`config.mk`:
```
export PLATFORM = sky130hd
export DESIGN_NAME = mra_arbiter
export DESIGN_NICKNAME = d
export VERILOG_FILES = /design/src/rtl/mra_arbiter.sv
export SDC_FILE = /design/constraint.sdc
export NUM_CORES = 1
export LEC_CHECK = 0
export CORE_AREA = 2 2 185 187
export DETAILED_ROUTE_END_ITERATION = 6
export DIE_AREA = 0 0 187 189
export SLEW_MARGIN = 0
export SYNTH_ARGS = -nofsm -noshare
export SYNTH_HDL_FRONTEND = slang
export SYNTH_SLANG_ARGS = --single-unit
```
`constraint.sdc`:
```
create_clock -name clk -period 4.75 [get_ports clk]
set_clock_uncertainty 0.05 [all_clocks]
set_input_delay 0.7125 -clock clk [delete_from_list [all_inputs] [get_ports clk]]
set_output_delay 0.7125 -clock clk [all_outputs]
set_load 0.01 [all_outputs]
```
`src/rtl/mra_arbiter.sv`:
```
`default_nettype none
// ============================================================================
// mra_arbiter
//   Round-robin share of one MRA request port among NUM_REQ requesters, with
//   in-order read-response routing back to the issuing requester.
//   Revision: 1.0
// ============================================================================
module mra_arbiter #(
    parameter int NUM_REQ         = 4,
    parameter int ADDR_WIDTH      = 64,
    parameter int DATA_WIDTH      = 64,
    parameter int MAX_OUTSTANDING = 8,
    parameter int ID_W            = $clog2(NUM_REQ),
    parameter int CNT_W           = $clog2(MAX_OUTSTANDING) + 1
) (
    input  logic                          clk,
    input  logic                          rst,
    input  logic [NUM_REQ*ADDR_WIDTH-1:0] req_addr,
    input  logic [NUM_REQ-1:0]            req_rw,
    input  logic [NUM_REQ-1:0]            req_valid,
    output logic [NUM_REQ-1:0]            req_ready,
    output logic [NUM_REQ-1:0]            rsp_valid,
    output logic [DATA_WIDTH-1:0]         rsp_data,
    output logic [ADDR_WIDTH-1:0]         MRA_req_addr,
    output logic                          MRA_rw,
    output logic                          MRA_req_valid,
    input  logic                          MRA_ready,
    input  logic                          MRA_rsp_valid,
    input  logic [DATA_WIDTH-1:0]         MRA_rsp_data,
    output logic [CNT_W-1:0]              rd_outstanding,
    output logic                          rsp_err
);

    localparam int c_PTR_W = $clog2(MAX_OUTSTANDING);
    localparam logic [NUM_REQ-1:0] c_ONE = {{(NUM_REQ-1){1'b0}}, 1'b1};

    logic [ADDR_WIDTH-1:0] r_addr;
    logic                  r_rw;
    logic                  r_valid;
    logic [ID_W-1:0]       r_rr_ptr;
    logic [CNT_W-1:0]      r_cnt;
    logic [c_PTR_W-1:0]    r_wr_ptr;
    logic [c_PTR_W-1:0]    r_rd_ptr;
    logic [ID_W-1:0]       r_fifo [MAX_OUTSTANDING];
    logic [NUM_REQ-1:0]    r_rsp_valid;
    logic [DATA_WIDTH-1:0] r_rsp_data;
    logic                  r_rsp_err;

    logic [ADDR_WIDTH-1:0] w_addr_arr [NUM_REQ];
    logic                  w_rd_ok;
    logic [NUM_REQ-1:0]    w_eligible;
    logic                  w_found_hi;
    logic                  w_found_lo;
    logic [ID_W-1:0]       w_hi_id;
    logic [ID_W-1:0]       w_lo_id;
    logic [ID_W-1:0]       w_gnt_id;
    logic [ID_W-1:0]       w_next_ptr;
    logic                  w_gnt_rw;
    logic                  w_slot_free;
    logic                  w_do_grant;
    logic                  w_push;
    logic                  w_pop;
    logic [ID_W-1:0]       w_head;

    for (genvar gi = 0; gi < NUM_REQ; gi++) begin : g_unpack
        assign w_addr_arr[gi] = req_addr[gi*ADDR_WIDTH +: ADDR_WIDTH];
    end

    // Eligibility uses the registered count, so a pop frees a read slot next cycle.
    assign w_rd_ok     = (r_cnt < CNT_W'(MAX_OUTSTANDING));
    assign w_eligible  = req_valid & (req_rw | {NUM_REQ{w_rd_ok}});
    assign w_slot_free = ~r_valid | MRA_ready;

    // Lowest eligible index at or above the pointer wins; otherwise wrap to lowest overall.
    always_comb begin
        w_found_hi = 1'b0;
        w_found_lo = 1'b0;
        w_hi_id    = '0;
        w_lo_id    = '0;
        for (int i = NUM_REQ - 1; i >= 0; i--) begin
            if (w_eligible[i]) begin
                w_lo_id    = ID_W'(i);
                w_found_lo = 1'b1;
                if (i >= int'(r_rr_ptr)) begin
                    w_hi_id    = ID_W'(i);
                    w_found_hi = 1'b1;
                end
            end
        end
    end

    assign w_gnt_id   = w_found_hi ? w_hi_id : w_lo_id;
    assign w_do_grant = w_found_lo & w_slot_free;
    assign w_gnt_rw   = req_rw[w_gnt_id];
    assign w_next_ptr = (int'(w_gnt_id) == NUM_REQ - 1) ? '0 : w_gnt_id + ID_W'(1);
    assign req_ready  = w_do_grant ? (c_ONE << w_gnt_id) : '0;

    assign w_push = w_do_grant & ~w_gnt_rw;
    assign w_pop  = MRA_rsp_valid & (r_cnt != '0);
    assign w_head = r_fifo[r_rd_ptr];

    always_ff @(posedge clk or posedge rst) begin
        if (rst) begin
            r_addr      <= '0;
            r_rw        <= 1'b0;
            r_valid     <= 1'b0;
            r_rr_ptr    <= '0;
            r_cnt       <= '0;
            r_wr_ptr    <= '0;
            r_rd_ptr    <= '0;
            r_rsp_valid <= '0;
            r_rsp_data  <= '0;
            r_rsp_err   <= 1'b0;
        end else begin
            if (w_do_grant) begin
                r_addr   <= w_addr_arr[w_gnt_id];
                r_rw     <= w_gnt_rw;
                r_valid  <= 1'b1;
                r_rr_ptr <= w_next_ptr;
            end else if (MRA_ready) begin
                r_valid <= 1'b0;
            end

            if (w_push) r_wr_ptr <= r_wr_ptr + c_PTR_W'(1);
            if (w_pop)  r_rd_ptr <= r_rd_ptr + c_PTR_W'(1);

            case ({w_push, w_pop})
                2'b10:   r_cnt <= r_cnt + CNT_W'(1);
                2'b01:   r_cnt <= r_cnt - CNT_W'(1);
                default: r_cnt <= r_cnt;
            endcase

            r_rsp_valid <= w_pop ? (c_ONE << w_head) : '0;
            if (w_pop) r_rsp_data <= MRA_rsp_data;
            if (MRA_rsp_valid && r_cnt == '0) r_rsp_err <= 1'b1;
        end
    end

    // ID storage needs no reset: the pointers and count define its contents.
    always_ff @(posedge clk) begin
        if (w_push) r_fifo[r_wr_ptr] <= w_gnt_id;
    end

    assign MRA_req_addr   = r_addr;
    assign MRA_rw         = r_rw;
    assign MRA_req_valid  = r_valid;
    assign rd_outstanding = r_cnt;
    assign rsp_valid      = r_rsp_valid;
    assign rsp_data       = r_rsp_data;
    assign rsp_err        = r_rsp_err;

endmodule
`default_nettype wire

```
== Word-level counts from Yosys, hierarchy flattened ==
Memories as Yosys holds them, arrays and structs flattened.
Cells that the tools add are included.
Storage, ports and cells
  input bits: 332
  memories kept: 1
  output and inout bits: 143
  register bits after elaboration: 147
  RAM bits: 16
Memories
  r_fifo: words 8, width 2, rd ports 1, clocked after memory_dff 0, wr ports 1, line 44  | logic [ID_W-1:0] r_fifo [MAX_OUTSTANDING];
Operators by class
  shift-type cells: 2
  muxes and demuxes: 34
  add/sub/neg operators: 5
  bitwise gates (word level): 9
  equality and inequality tests: 3
  reduce and logical (&&, ||, !) cells: 5
  magnitude comparators: 6
Operators with widths (count)
  64-bit binary-select mux with 2-bit select: 1
  64-bit two-way mux: 2
  2-bit two-way mux: 12
  1-bit two-way mux: 15
  4-bit two-way mux: 2
  4-bit case mux with 2 select lines: 1
  1-bit by 2-bit << shifter with 4-bit output, first input constant: 2
  3-bit by 1-bit adder with 3-bit output, second input constant: 2
  4-bit by 1-bit adder with 4-bit output, second input constant: 1
  4-bit AND: 1
  2-bit by 1-bit == test with 1-bit output, second input constant: 2
  1-bit by 2-bit >= comparator with 1-bit output, first input constant: 2
  4-bit zero test: 1
  4-bit < comparator, second input constant: 1
  4-bit bitwise OR: 1
  2-bit nonzero test: 2
  4-bit nonzero test: 1
  4-bit by 1-bit subtractor with 4-bit output, second input constant: 1
  1-bit AND: 3
  3-bit >= comparator, second input constant: 1
  2-bit by 3-bit < comparator with 1-bit output, second input constant: 1
  2-bit inverter with 3-bit output: 1
  2-bit by 1-bit adder with 2-bit output, second input constant: 1
  1-bit binary-select mux with 2-bit select: 1
  other kinds (5): 6

== Longest topological paths before layout ==
  word-level depth: 17
  gate-level depth with buffers: 14
  mapped depth without buffers: 12

== Worst setup path after synthesis ==
No wires, ideal clock.
  path kind: input to register
  start point: input port req_rw[0]
  end point: register r_cnt[2] (netlist: rd_outstanding[2])
  arrival time: 2.957 ns
  cell stages on the path: 13
  path buffers: 1
  setup slack: 1.613 ns
  required time: 4.570 ns
  cell sequence: nand2b_2 -> a32oi_2 -> o21bai_2 -> mux2_4 -> o2bb2a_4 -> buf_6 -> ha_1 -> xor2_1 -> ha_1 -> a21oi_1 -> xor2_1 -> nor2_1 -> xor2_1
On the way
  word-level cells in the longest chain between the ends: 10
Ends and longest elaborated chain
  from (decl): line 19  | input logic [NUM_REQ-1:0] req_rw,
  4-bit bitwise OR: line 71  | assign w_eligible = req_valid & (req_rw | {NUM_REQ{w_rd_ok}});
  4-bit AND: line 71
  2-bit two-way mux or 1-bit two-way mux (tied branches): line 81  | if (w_eligible[i]) begin
  2-bit two-way mux: line 92  | assign w_gnt_id = w_found_hi ? w_hi_id : w_lo_id;
  1-bit binary-select mux with 2-bit select: line 94  | assign w_gnt_rw = req_rw[w_gnt_id];
  1-bit two-way mux (implied by the code): line 94
  1-bit inverter: line 98  | assign w_push = w_do_grant & ~w_gnt_rw;
  1-bit AND (*): line 98
  2-bit by 1-bit == test with 1-bit output or 2-bit == test (tied branches): line 127  | case ({w_push, w_pop})
  4-bit case mux with 2 select lines or 2-bit nonzero test (tied branches)
  to (signal assigned): line 128  | 2'b10: r_cnt <= r_cnt + CNT_W'(1);
  to (signal assigned): line 129  | 2'b01: r_cnt <= r_cnt - CNT_W'(1);
  to (signal assigned): line 130  | default: r_cnt <= r_cnt;
  to (decl): line 41  | logic [CNT_W-1:0] r_cnt;
Every way passes the cells marked *; elsewhere a longest branch is shown, timed or not. The select of a mux whose other input is x is not followed.
A chain may end at the register's enable or synchronous reset.

== Worst setup path in the final report ==
  start point: input port req_rw[3]
  end point: output port req_ready[3]
On the way
  word-level cells in the longest chain between the ends: 12
Ends and longest elaborated chain
  4-bit bitwise OR (*): line 71
  4-bit AND (*): line 71
  2-bit two-way mux or 1-bit two-way mux (tied branches): line 81
  2-bit two-way mux or 1-bit two-way mux (tied branches): line 84  | if (i >= int'(r_rr_ptr)) begin
  2-bit two-way mux or 1-bit two-way mux (tied branches): line 81
  2-bit two-way mux or 1-bit two-way mux (tied branches): line 84
  2-bit two-way mux or 1-bit two-way mux (tied branches): line 81
  2-bit two-way mux or 1-bit two-way mux (tied branches): line 84
  2-bit two-way mux or 1-bit two-way mux (tied branches): line 81
  2-bit two-way mux (*): line 92
  net w_gnt_id[0]: line 56  | logic [ID_W-1:0] w_gnt_id;
  1-bit by 2-bit << shifter with 4-bit output (*): line 96  | assign req_ready = w_do_grant ? (c_ONE << w_gnt_id) : '0;
  4-bit two-way mux (*): line 96
  to (decl): line 21  | output logic [NUM_REQ-1:0] req_ready,
Mark *: on every way through the listed nets, which the timed path passes. The rest lies on a longest branch.

==> reports/metrics.cfg <==
[timing]
fmax_ghz=0.261
finalSetupTns_ns=0
maxSlewHeadroom_pct=28.7
rsz0062_at_grt=no
setup_violations=0
worst_pin_slew_ns=1.07
finalMaxSlewViolations=0
worst_slack_ns=0.912
period_share_pct=80.8
final_hold_viol_count=0
fin_crit_ns=3.84
worst_hold_slack_ns=0.422

[power_and_ir_drop]
p_switching_mw=2.69
ir_drop_mv=0.459
comb_power_share_pct=47.7
power_density_nw_per_um2=513
intPower_mw=4.42
sw_frac_of_total_pct=37.8
leakage_nw=6.16
p_total_mw=7.12
power_frac_seq_pct=32.0
p_clk_share_pct=20.3

[final_layout]
final_cell_mix=clkdlybuf4s50_1 (474), nand2_1 (271), dfrtp_1 (147)
drive_gt1_share_pct=5.00
final_common_cell=clkdlybuf4s50_1
fin_util_pct=41.7
nets=1569
areaGrowthSynthToFinish_pct=71.3

[global_route]
grt_max_degree=129
grt_pass1_wl_microns=49800
grt_use_total_pct=18.6
grt_pass1_vias=7997
antenna_found_initial=10
grt_overflow=0

[floorplanning]
rows=67
die_h_microns=189
pin_count=475
coreArea_sq_um=33300
die_w_microns=187
die_area_sq_um=35300
initial_core_util_pct=24.3

[route]
wl_per_cell_microns=19.7
first_iter_violations=310
ant_nets=0
vias=7646
drt_wl_total_microns=33400
drc=0
firstDrtPassIters=4
via_per_inst=4.51

[critical_path]
critPathKind=in2out
arrival_ns=3.08
endpoint_kind=primary output
cp_max_fo=11
critical_path_required_ns=3.99
start_kind=input pin

[placed_design]
routabilityCongestion=0.846
dpl_worst_slack_ns=0.900
io_buffers=474
hpwl_microns=25100

[clock_tree]
path_clk_slew_ns=0.08
clkLatencyLatePin_ns=0.43
hold_buffers=0
cts_buffers=17
cts_tree=yes
ctsHtreeMaxLevel=4
clock_path_buffers=2
cts_resized=0
clock_sinks=163
root_buffer=clkbuf_16
cts_setup_buffers=0

[synthesis]
ys_seq_elements=163
ys_types=50
synth_area_sq_um=8100
syn_avg_cell_area_sq_um=10.4
yosysWarnings=0
postSynthCellCount=779
synth_nets=1120
synth-seq-area-share_pct=51.4

[run]
max_cap_violations=0

[min_path]
worstHoldPathType=reg2reg

[run_status]
status=finished clean

stage by stage:
stage          instances  area (sq um)
4_1_cts             1689         13900
6_report            1694         13900
3_5_place_dp        1657         13300
3_3_place_gp        1657         13300
2_1_floorplan        779          8100
5_1_grt             1693         13900
worst paths after layout:
kind                                                from  cells after the start                             to  slack [ns]
min in group asynchronous                            rst                      2   MRA_req_addr[53]$_DFFE_PP0P_        0.79
max                                            req_rw[3]                      9                   req_ready[3]        0.91
max in group asynchronous                            rst                      3        r_rr_ptr[0]$_DFFE_PP0P_        3.03
min reg2reg                          rsp_err$_DFFE_PP0P_                      1            rsp_err$_DFFE_PP0P_        0.42
min                                  rsp_err$_DFFE_PP0P_                      1            rsp_err$_DFFE_PP0P_        0.42
max reg2reg                rd_outstanding[3]$_DFFE_PP0P_                     12  rd_outstanding[2]$_DFFE_PP0P_        1.55
state kept, by name (all words and copies together) (netlist names):
signal and cells:
MRA_rw 1, rsp_valid 4, rsp_err 1, rsp_data 64
r_fifo 16, MRA_req_valid 1, rd_outstanding 4, r_rr_ptr 2
r_rd_ptr 3, r_wr_ptr 3, MRA_req_addr 64
layer usage:
metal	share of wire (%)	track usage, %	up-vias
met2	50	31.9	340
met1	39	21.4	3617
met3	8.8	7.32	40
met4	2.0	5.37	6
met5	0.12	0	-
li1	-	-	3643
worst max-delay path, stage by stage:
cell and delay, ns:
clkdlybuf4s50_1 0.53, nand2b_1 0.15, o311ai_1 0.12, a22oi_2 0.37
nand2_4 0.12, inv_2 0.18, ha_1 0.20, and2_1 0.15
clkdlybuf4s50_1 0.54
power by group through the flow:
stage / registers (mW) / clock network, mW / logic [mW]
CTS: 2.28 / 1.49 / 3.43
detailed placement: 2.29 / 0 / 3.43
global placement: 2.28 / 0 / 3.40
finish: 2.28 / 1.44 / 3.40
global route: 2.35 / 1.54 / 3.67
floorplan: 2.43 / 0 / 1.61
kinds of logic after synthesis:
logic type / share of synthesized area (%)
buffers and inverters: 3.49
flip-flops: 51.4
multiplexers: 17.8
AO/OA/AOI/OAI: 9.41
XOR/XNOR: 0.973
adder cells (fa/ha/maj): 1.39
AND/OR/NAND/NOR: 15.6
layout make-up:
type / instances / area (sq um)
Multi-Input combinational cell: 556 / 3670
Timing Repair Buffer: 481 / 4820
Fill cell: 3233 / 19400
Clock buffer: 17 / 425
Antenna cell: 5 / 12.5
Inverter: 9 / 38.8
Clock inverter: 15 / 183
Sequential cell: 163 / 4160
Tap cell: 448 / 561
cells in the mapped netlist, drive strengths merged:
library cell	number	area (sq um)
a21oi	4	20.0
nand2b	7	46.3
o311ai	1	8.76
nor2	7	26.3
nand4	1	6.26
nand3	2	10.0
mux2i	130	1300
or3	1	6.26
o2111ai	1	8.76
edfxtp	16	480
dfrtp	147	3680
o221a	1	11.3
o2bb2a	1	20.0
nor3	4	20.0
mux4	4	90.1
nor4b	2	23.8
nand3b	2	15.0
o21ai	3	15.0
mux2	4	48.8
nand2	274	1030
inv	9	33.8
and2	5	31.3
and3	1	6.26
nor4	3	25.0
a22oi	3	27.5
o221ai	64	561
o31ai	1	7.51
xnor2	5	43.8
clkbuf	26	97.6
a21o	2	15.0
o21bai	1	11.3
buf	25	151
o31a	1	8.76
o21a	2	15.0
ha	9	113
xor2	4	35.0
a211oi	1	7.51
a32oi	1	16.3
nor2b	3	18.8
o2bb2ai	1	8.76
Power figures use the tool's default switching activity.
